--- src/rtl/aes_spi_pkg.sv ---
// ---------------------------------------------------------------------------
// aes_spi_pkg
// Shared definitions for the AES SPI host: the controller state enum and the
// block/frame widths used by the shift registers.
// ---------------------------------------------------------------------------
package aes_spi_pkg;

    // Width of one AES block (key, plaintext or cyphertext).
    localparam int BLOCK_W = 128;

    // Width of the outbound frame: plaintext followed by key.
    localparam int FRAME_W = 256;

    // Controller states, in transfer order.
    typedef enum logic [2:0] {
        IDLE,
        SHIFT_OUT,
        WAIT_DONE,
        SETTLE,
        SHIFT_IN
    } spi_host_state_t;

endpackage

--- src/rtl/sck_gen.sv ---
// ---------------------------------------------------------------------------
// sck_gen
// SPI clock generator. While run is high, sck toggles every CLK_DIV clk
// cycles, starting low. rise/fall are combinational strobes that announce the
// edge sck will make at the coming clk edge. A consumer acting on a strobe
// therefore updates its own flops in the same cycle that sck changes.
//
// Ports:
//   clk   - system clock
//   reset - synchronous, active-high; forces sck low and clears the divider
//   run   - enables toggling; low holds sck low and the divider at zero
//   sck   - SPI clock, idle low, driven from a flop
//   rise  - high in the cycle before sck goes 0->1
//   fall  - high in the cycle before sck goes 1->0
//
// Parameters:
//   CLK_DIV - sck half-period in clk cycles (>= 2)
// ---------------------------------------------------------------------------
module sck_gen #(
    parameter int CLK_DIV = 4
) (
    input  logic clk,
    input  logic reset,
    input  logic run,
    output logic sck,
    output logic rise,
    output logic fall
);

    localparam int CW = (CLK_DIV > 2) ? $clog2(CLK_DIV) : 1;

    logic [CW-1:0] cnt;
    logic          edge_now;

    // The edge happens when the divider has spent CLK_DIV cycles in the
    // current half-period.
    assign edge_now = run && (cnt == CW'(CLK_DIV - 1));
    assign rise     = edge_now && !sck;
    assign fall     = edge_now && sck;

    // Divider and sck flop. Dropping run restarts the half-period count, so
    // the first rise always comes CLK_DIV cycles after run goes high.
    always_ff @(posedge clk) begin
        if (reset || !run) begin
            cnt <= '0;
            sck <= 1'b0;
        end else if (edge_now) begin
            cnt <= '0;
            sck <= ~sck;
        end else begin
            cnt <= cnt + 1'b1;
        end
    end

endmodule

--- src/rtl/aes_spi_host.sv ---
// ---------------------------------------------------------------------------
// aes_spi_host
// SPI mode-0 master for the AES core's SPI port. A start pulse captures key
// and plaintext, raises load and shifts the 256-bit frame {plaintext,key}
// MSB first. It then drops load, waits for the (synchronized) done flag,
// idles sck low for CLK_DIV cycles and clocks 128 cyphertext bits in from
// sdo. The result is presented with a one-cycle valid strobe.
//
// Optional feature: define AES_SPI_HOST_TIMEOUT_EN to bound the done wait by
// TIMEOUT_CYCLES. On expiry, error is set and the block returns to IDLE
// without a valid. Without the macro, error is tied low and the wait is
// unbounded.
//
// Ports:
//   clk        - system clock (single domain)
//   reset      - synchronous, active-high
//   start      - request pulse, sampled only while busy is low
//   key        - 128-bit key, captured on accepted start
//   plaintext  - 128-bit plaintext, captured on accepted start
//   sck        - SPI clock, idle low
//   sdi        - serial data to peripheral
//   load       - frame-load strobe, high for the whole outbound frame
//   done       - asynchronous completion flag from the peripheral
//   sdo        - serial data from peripheral
//   cyphertext - last received result, held until the next completion
//   busy       - high from the cycle after accept until the valid cycle
//   valid      - one-cycle pulse when cyphertext updates
//   error      - sticky done-timeout flag, cleared by the next accept
//
// Parameters:
//   CLK_DIV        - sck half-period in clk cycles (>= 2)
//   TIMEOUT_CYCLES - done-wait limit (timeout build only)
// ---------------------------------------------------------------------------
module aes_spi_host
    import aes_spi_pkg::*;
#(
    parameter int CLK_DIV        = 4,
    parameter int TIMEOUT_CYCLES = 1_000_000
) (
    input  logic               clk,
    input  logic               reset,
    input  logic               start,
    input  logic [BLOCK_W-1:0] key,
    input  logic [BLOCK_W-1:0] plaintext,
    output logic               sck,
    output logic               sdi,
    output logic               load,
    input  logic               done,
    input  logic               sdo,
    output logic [BLOCK_W-1:0] cyphertext,
    output logic               busy,
    output logic               valid,
    output logic               error
);

    localparam int CW = (CLK_DIV > 2) ? $clog2(CLK_DIV) : 1;

    spi_host_state_t state, state_next;

    logic               run, rise, fall;
    logic               accept, out_last, in_last, settle_end, timeout;
    logic               done_meta, done_sync;
    logic               load_q, valid_q;
    logic [FRAME_W-1:0] out_sr;
    logic [BLOCK_W-1:0] in_sr;
    logic [8:0]         bit_cnt;
    logic [CW-1:0]      settle_cnt;

    sck_gen #(
        .CLK_DIV (CLK_DIV)
    ) u_sck_gen (
        .clk   (clk),
        .reset (reset),
        .run   (run),
        .sck   (sck),
        .rise  (rise),
        .fall  (fall)
    );

    // sdi is the top bit of the outbound shift register, so it comes straight
    // from a flop and reads 0 once the frame has been shifted out.
    assign sdi   = out_sr[FRAME_W-1];
    assign load  = load_q;
    assign valid = valid_q;

    // busy also covers the valid cycle, in which the state is already IDLE.
    assign busy  = (state != IDLE) || valid_q;

    // Two-flop synchronizer for the asynchronous done flag.
    always_ff @(posedge clk) begin
        if (reset) begin
            done_meta <= 1'b0;
            done_sync <= 1'b0;
        end else begin
            done_meta <= done;
            done_sync <= done_meta;
        end
    end

    // State register.
    always_ff @(posedge clk) begin
        if (reset) begin
            state <= IDLE;
        end else begin
            state <= state_next;
        end
    end

    // Next-state logic. Terminal bits are detected on the falling-edge strobe
    // so the state changes in the same cycle as the last sck fall.
    always_comb begin
        state_next = state;
        case (state)
            IDLE:      if (accept)     state_next = SHIFT_OUT;
            SHIFT_OUT: if (out_last)   state_next = WAIT_DONE;
            WAIT_DONE: if (done_sync)  state_next = SETTLE;
                       else if (timeout) state_next = IDLE;
            SETTLE:    if (settle_end) state_next = SHIFT_IN;
            SHIFT_IN:  if (in_last)    state_next = IDLE;
            default:                   state_next = IDLE;
        endcase
    end

    // Control decode: clock enable for sck_gen and the one-cycle events that
    // the datapath and the FSM act on.
    always_comb begin
        run        = (state == SHIFT_OUT) || (state == SHIFT_IN);
        accept     = (state == IDLE) && !valid_q && start;
        out_last   = (state == SHIFT_OUT) && fall && (bit_cnt == 9'd255);
        in_last    = (state == SHIFT_IN) && fall && (bit_cnt == 9'd127);
        settle_end = (state == SETTLE) && (settle_cnt == CW'(CLK_DIV - 1));
    end

    // Datapath: frame capture and shift-out on falls, shift-in on rises,
    // bit/settle counters, load and the result register with its strobe.
    always_ff @(posedge clk) begin
        if (reset) begin
            out_sr     <= '0;
            in_sr      <= '0;
            bit_cnt    <= '0;
            settle_cnt <= '0;
            load_q     <= 1'b0;
            valid_q    <= 1'b0;
            cyphertext <= '0;
        end else begin
            valid_q <= 1'b0;
            case (state)
                IDLE: begin
                    if (accept) begin
                        out_sr  <= {plaintext, key};
                        load_q  <= 1'b1;
                        bit_cnt <= '0;
                    end
                end
                SHIFT_OUT: begin
                    if (fall) begin
                        out_sr <= {out_sr[FRAME_W-2:0], 1'b0};
                        if (out_last) begin
                            load_q  <= 1'b0;
                            bit_cnt <= '0;
                        end else begin
                            bit_cnt <= bit_cnt + 9'd1;
                        end
                    end
                end
                WAIT_DONE: begin
                    settle_cnt <= '0;
                end
                SETTLE: begin
                    settle_cnt <= settle_cnt + 1'b1;
                end
                SHIFT_IN: begin
                    if (rise) begin
                        in_sr <= {in_sr[BLOCK_W-2:0], sdo};
                    end
                    if (fall) begin
                        if (in_last) begin
                            cyphertext <= in_sr;
                            valid_q    <= 1'b1;
                            bit_cnt    <= '0;
                        end else begin
                            bit_cnt <= bit_cnt + 9'd1;
                        end
                    end
                end
                default: ;
            endcase
        end
    end

`ifdef AES_SPI_HOST_TIMEOUT_EN
    localparam int TW = $clog2(TIMEOUT_CYCLES + 1);

    logic [TW-1:0] to_cnt;
    logic          error_q;

    // to_cnt holds the number of cycles already spent in WAIT_DONE, so the
    // timeout fires on the last of TIMEOUT_CYCLES cycles without done.
    assign timeout = (state == WAIT_DONE) && !done_sync &&
                     (to_cnt == TW'(TIMEOUT_CYCLES - 1));
    assign error   = error_q;

    // Done-wait counter and sticky error flag.
    always_ff @(posedge clk) begin
        if (reset) begin
            to_cnt  <= '0;
            error_q <= 1'b0;
        end else begin
            if (state == WAIT_DONE) begin
                to_cnt <= to_cnt + 1'b1;
            end else begin
                to_cnt <= '0;
            end
            if (accept) begin
                error_q <= 1'b0;
            end else if (timeout) begin
                error_q <= 1'b1;
            end
        end
    end
`else
    assign timeout = 1'b0;
    assign error   = 1'b0;
`endif

    // The bit counter is cleared on each terminal bit, so it can never run
    // past 255.
    assert property (@(posedge clk) disable iff (reset) bit_cnt <= 9'd255);

    // Parameter sanity: the divider needs at least two cycles per half-period.
    assert property (@(posedge clk) (CLK_DIV >= 2) && (TIMEOUT_CYCLES >= 1));

endmodule

--- config.mk ---
export PLATFORM = sky130hd
export DESIGN_NAME = aes_spi_host
export DESIGN_NICKNAME = d
export VERILOG_FILES = /design/src/rtl/aes_spi_pkg.sv /design/src/rtl/sck_gen.sv /design/src/rtl/aes_spi_host.sv
export SDC_FILE = /design/constraint.sdc
export NUM_CORES = 1
export LEC_CHECK = 0
export ABC_AREA = 0
export CORE_MARGIN = 10
export CORE_UTILIZATION = 32
export CTS_BUF_LIST = sky130_fd_sc_hd__clkbuf_8
export DETAILED_ROUTE_END_ITERATION = 16
export HOLD_SLACK_MARGIN = 0.03
export PLACE_DENSITY = 0.55
export SLEW_MARGIN = 25
export SYNTH_ARGS = -nofsm -noshare
export SYNTH_HDL_FRONTEND = slang
export SYNTH_SLANG_ARGS = --single-unit
--- constraint.sdc ---
create_clock -name clk -period 1.95 [get_ports clk]
set_input_delay 0.2925 -clock clk [delete_from_list [all_inputs] [get_ports clk]]
set_output_delay 0.2925 -clock clk [all_outputs]
set_load 0.02 [all_outputs]
==> impl_metrics.toml <==
[sta]
timing_worst_slew_pin_value_ps = 864
grt_setup_unrepaired = "true"
min_period_over_period = 1.04
min_period_ps = 2030
setup_total_neg_slack_ps = -2330
achievable_freq_mhz = 492
relative_slew_slack = 0.424
hold_slack_ps = 176
final-hold-violation-count = 0
final_critical_path_setup_slack_ps = -83.4
finalSetupViolCount = 71
timing.clock.skew_ps = 58.6
finalMaxSlewViolations = 0

[critical_path]
path_class = "reg -> reg"
worst_setup_path_start_kind = "flip-flop"
crit_path_required_time_ps = 2530
worst_setup_path_end_kind = "flip-flop"
critical_path_arrival_ps = 2610
worst-path-buf-inv = 3
crit_path_max_fanout = 7
largest_stage_delay_on_the_critical_path_ps = 660
critical-path-slowest-cell = "sky130_fd_sc_hd__or4_4"
crit_family = "simple AND/OR/NAND/NOR gates"
worst_path_most_repeated_cell = "sky130_fd_sc_hd__buf_12"
critical_path.cell_chain = "nand4_1, or4_4, buf_12, buf_12, buf_16, o21ai_4, a21oi_1"

[yosys]
yosys_warnings = 0
syn_nets = 2961
synth_edf_count = 0
netlist_instances = 2696
netlist_top_cells_area = "sky130_fd_sc_hd__dfxtp_1 50%, sky130_fd_sc_hd__nand2_1 14%, sky130_fd_sc_hd__a311oi_1 10%, sky130_fd_sc_hd__a21oi_1 6.2%, sky130_fd_sc_hd__nor2_1 4.7%"
synthesis.area_um2 = 21300
synth_top_flop_cell = "sky130_fd_sc_hd__dfxtp_1"
synth-seq-cells = 533
async_reset_ff_frac = 0
post_synth_num_cell_types = 42
yosysTopAreaCellShare = 0.501
postSynthAreaPerCell_um2 = 7.89
synth_sequential_area_ratio = 0.501
synth_area_leader_cell = "sky130_fd_sc_hd__dfxtp_1"

[pwr]
p_comb_frac = 0.100
power_density_nw_per_um2 = 840
cell_internal_power_dissipation_mw = 18.4
switching_share = 0.256
power.leakage_nw = 11.0
ir_worst_vdd_v = 0.000457
clock_power_share = 0.431
portion_of_total_power_attributed_to_sequential_cells = 0.469
total_switching_power_mw = 6.32

[global_route]
gr-usage-all-layers = 0.172
first_global_vias = 20200
number_of_antenna_violations_at_the_first_check_in_global_routing = 4
grt_first_pass_wirelength_mm = 110
global_route.overflow_total = 0
maximum_number_of_pins_on_one_net_before_global_route_repair = 129

[clock_network]
htree_num_levels = 3
cts_tree = "done"
cts.reportedPaths.clkPinSlew_ps = 60
ctsLongestPathBuffers = 3
numClockSinks = 533
clock_insertion_delay_worst_skew_ps = 700
cts_buffers = 95
ctsRootBufferMaster = "sky130_fd_sc_hd__clkbuf_8"

[job]
max_cap_viol_count = 0

[drt]
drt_first_iter_violations = 1612
detail_route.first_pass.iterations = 6
avgViaCountPerCell = 5.11
route.final.wire_length_mm = 71.1
dr_total_vias = 20500
route.antenna.remaining_nets = 0
detail_route.drc_violations = 0
wl_per_cell_um = 17.7

[final_layout]
footprint_of_the_multi_input_gates_um2 = 9750
most_frequent_standard_cell_in_the_layout_excluding_fill_and_tap_cells = "sky130_fd_sc_hd__nand2_1"
postLayoutCellArea_um2 = 29400
nets = 3332
post_layout_nonfiller_instances = 4009
layout.area.seq_um2 = 10700
post_route_cells_drive_above_1_share = 0.126
layout.filler_cells = 6460
flow.area_growth_from_synthesis_pct = 38.2
leading_cell_types_in_the_layout_fill_and_taps_excluded = "772 x sky130_fd_sc_hd__nand2_1, 524 x sky130_fd_sc_hd__dfxtp_1, 264 x sky130_fd_sc_hd__nor2_1"

[floorplanning]
die_x_um = 278
core.rowCount = 94
die_height_um = 278
floorplan.core_area_um2 = 65900
io_pins = 395
initial_utilization = 0.323
die_ar_um2 = 77200

[placement]
detailedPlacementHpwl_mm = 45.3
dp_cells = 3785
placed_cell_areas_um2 = 26300
gp_congestion = 0.792
placement.setup.worst_slack_ps = -244
number_of_input_and_output_port_buffers_inserted = 393

[worst_hold_path]
hold_path.class = "in -> reg"

[run_status]
violations = "negative setup slack"
outcome = "finished, violations left"
==> cell usage after synthesis (all sizes together) (3+ instances only) <==
cell type	instances
inv	4
o31ai	4
buf	90
nor3	5
a311oi	255
nor2	265
or4	6
dfxtp	533
o21a	3
ha	4
nor3b	4
nand2	773
a21oi	265
nand4	4
nand3b	3
nand2b	4
nand3	132
clkbuf	177
o21ai	132
or3	4
nor2b	4
a211oi	8
==> final timing paths <==
kind / to / slack (ps) / from / cells past startpoint
max: cyphertext[117] / -80 / bit_cnt[3] / 7
min: in_sr[0] / 180 / sdo / 3
max reg2reg: cyphertext[117] / -80 / bit_cnt[3] / 7
min reg2reg: in_sr[74] / 430 / in_sr[73] / 2
==> kinds of logic after synthesis <==
logic type | synth area share
simple gates | 0.227
compound gates | 0.207
flops | 0.501
buf+inv | 0.0607
fa+ha+maj | 0.00235
xor+xnor | 0.000823
other cells | 0.000176
==> registers in the layout (all words and copies together) (netlist names) <==
register,count
out_sr,256
cyphertext,128
in_sr,128
bit_cnt,9
state,3
settle_cnt,2
u_sck_gen.cnt,2
done_meta,1
done_sync,1
load,1
u_sck_gen.sck,1
valid,1
==> metal layers <==
layer  GRT usage  share of wire  vias up
li1            -              -    10100
met1       0.209           0.43     9765
met2       0.292           0.49      509
met3      0.0393          0.051      109
met4      0.0597          0.024        4
met5           0        0.00038        -
==> stage by stage <==
stage | util | total power, mW
finish | 0.447 | 24.7
global route | 0.447 | 25.9
CTS | 0.442 | 25.0
detailed placement | 0.400 | 14.2
global placement | 0.400 | 14.1
floorplan | - | 13.1
==> final cells by class <==
type,instances,share of cell area
sequential,533,0.363
tap,864,0.0368
timing repair buffer,541,0.201
inverter,4,0.000510
clock buffer,117,0.0547
multi-input combinational,1892,0.332
clock inverter,56,0.0123
antenna,2,0.000170
==> tightest hold or removal path: cells and delay by family <==
kind | cells | cell delay [ps]
buffers and inverters | 1 | 410
AND/OR/NAND/NOR | 1 | 60
AO/OA/AOI/OAI | 1 | 50
==> timing repair <==
| action | 4_1_cts | 5_1_grt |
|---|---|---|
| setup endpoints to repair | 265 | 433 |
| pin swaps | 63 | 20 |
| setup buffers | 17 | 16 |
| endpoints found under the hold margin | 26 | 0 |
| resized for setup | 325 | 59 |
| cloned | 17 | 5 |
| hold buffers | 1 | 0 |
==> power groups by stage <==
| stage | sequential, mW | clock, mW | combinational (mW) |
|---|---|---|---|
| final | 11.6 | 10.6 | 2.48 |
| after global routing | 11.6 | 11.5 | 2.76 |
| after CTS | 11.6 | 11.0 | 2.45 |
| after detailed placement | 11.8 | 0 | 2.40 |
| after global placement | 11.8 | 0 | 2.34 |
| after floorplan | 11.7 | 0 | 1.31 |
(Power assumes the default switching activity.)
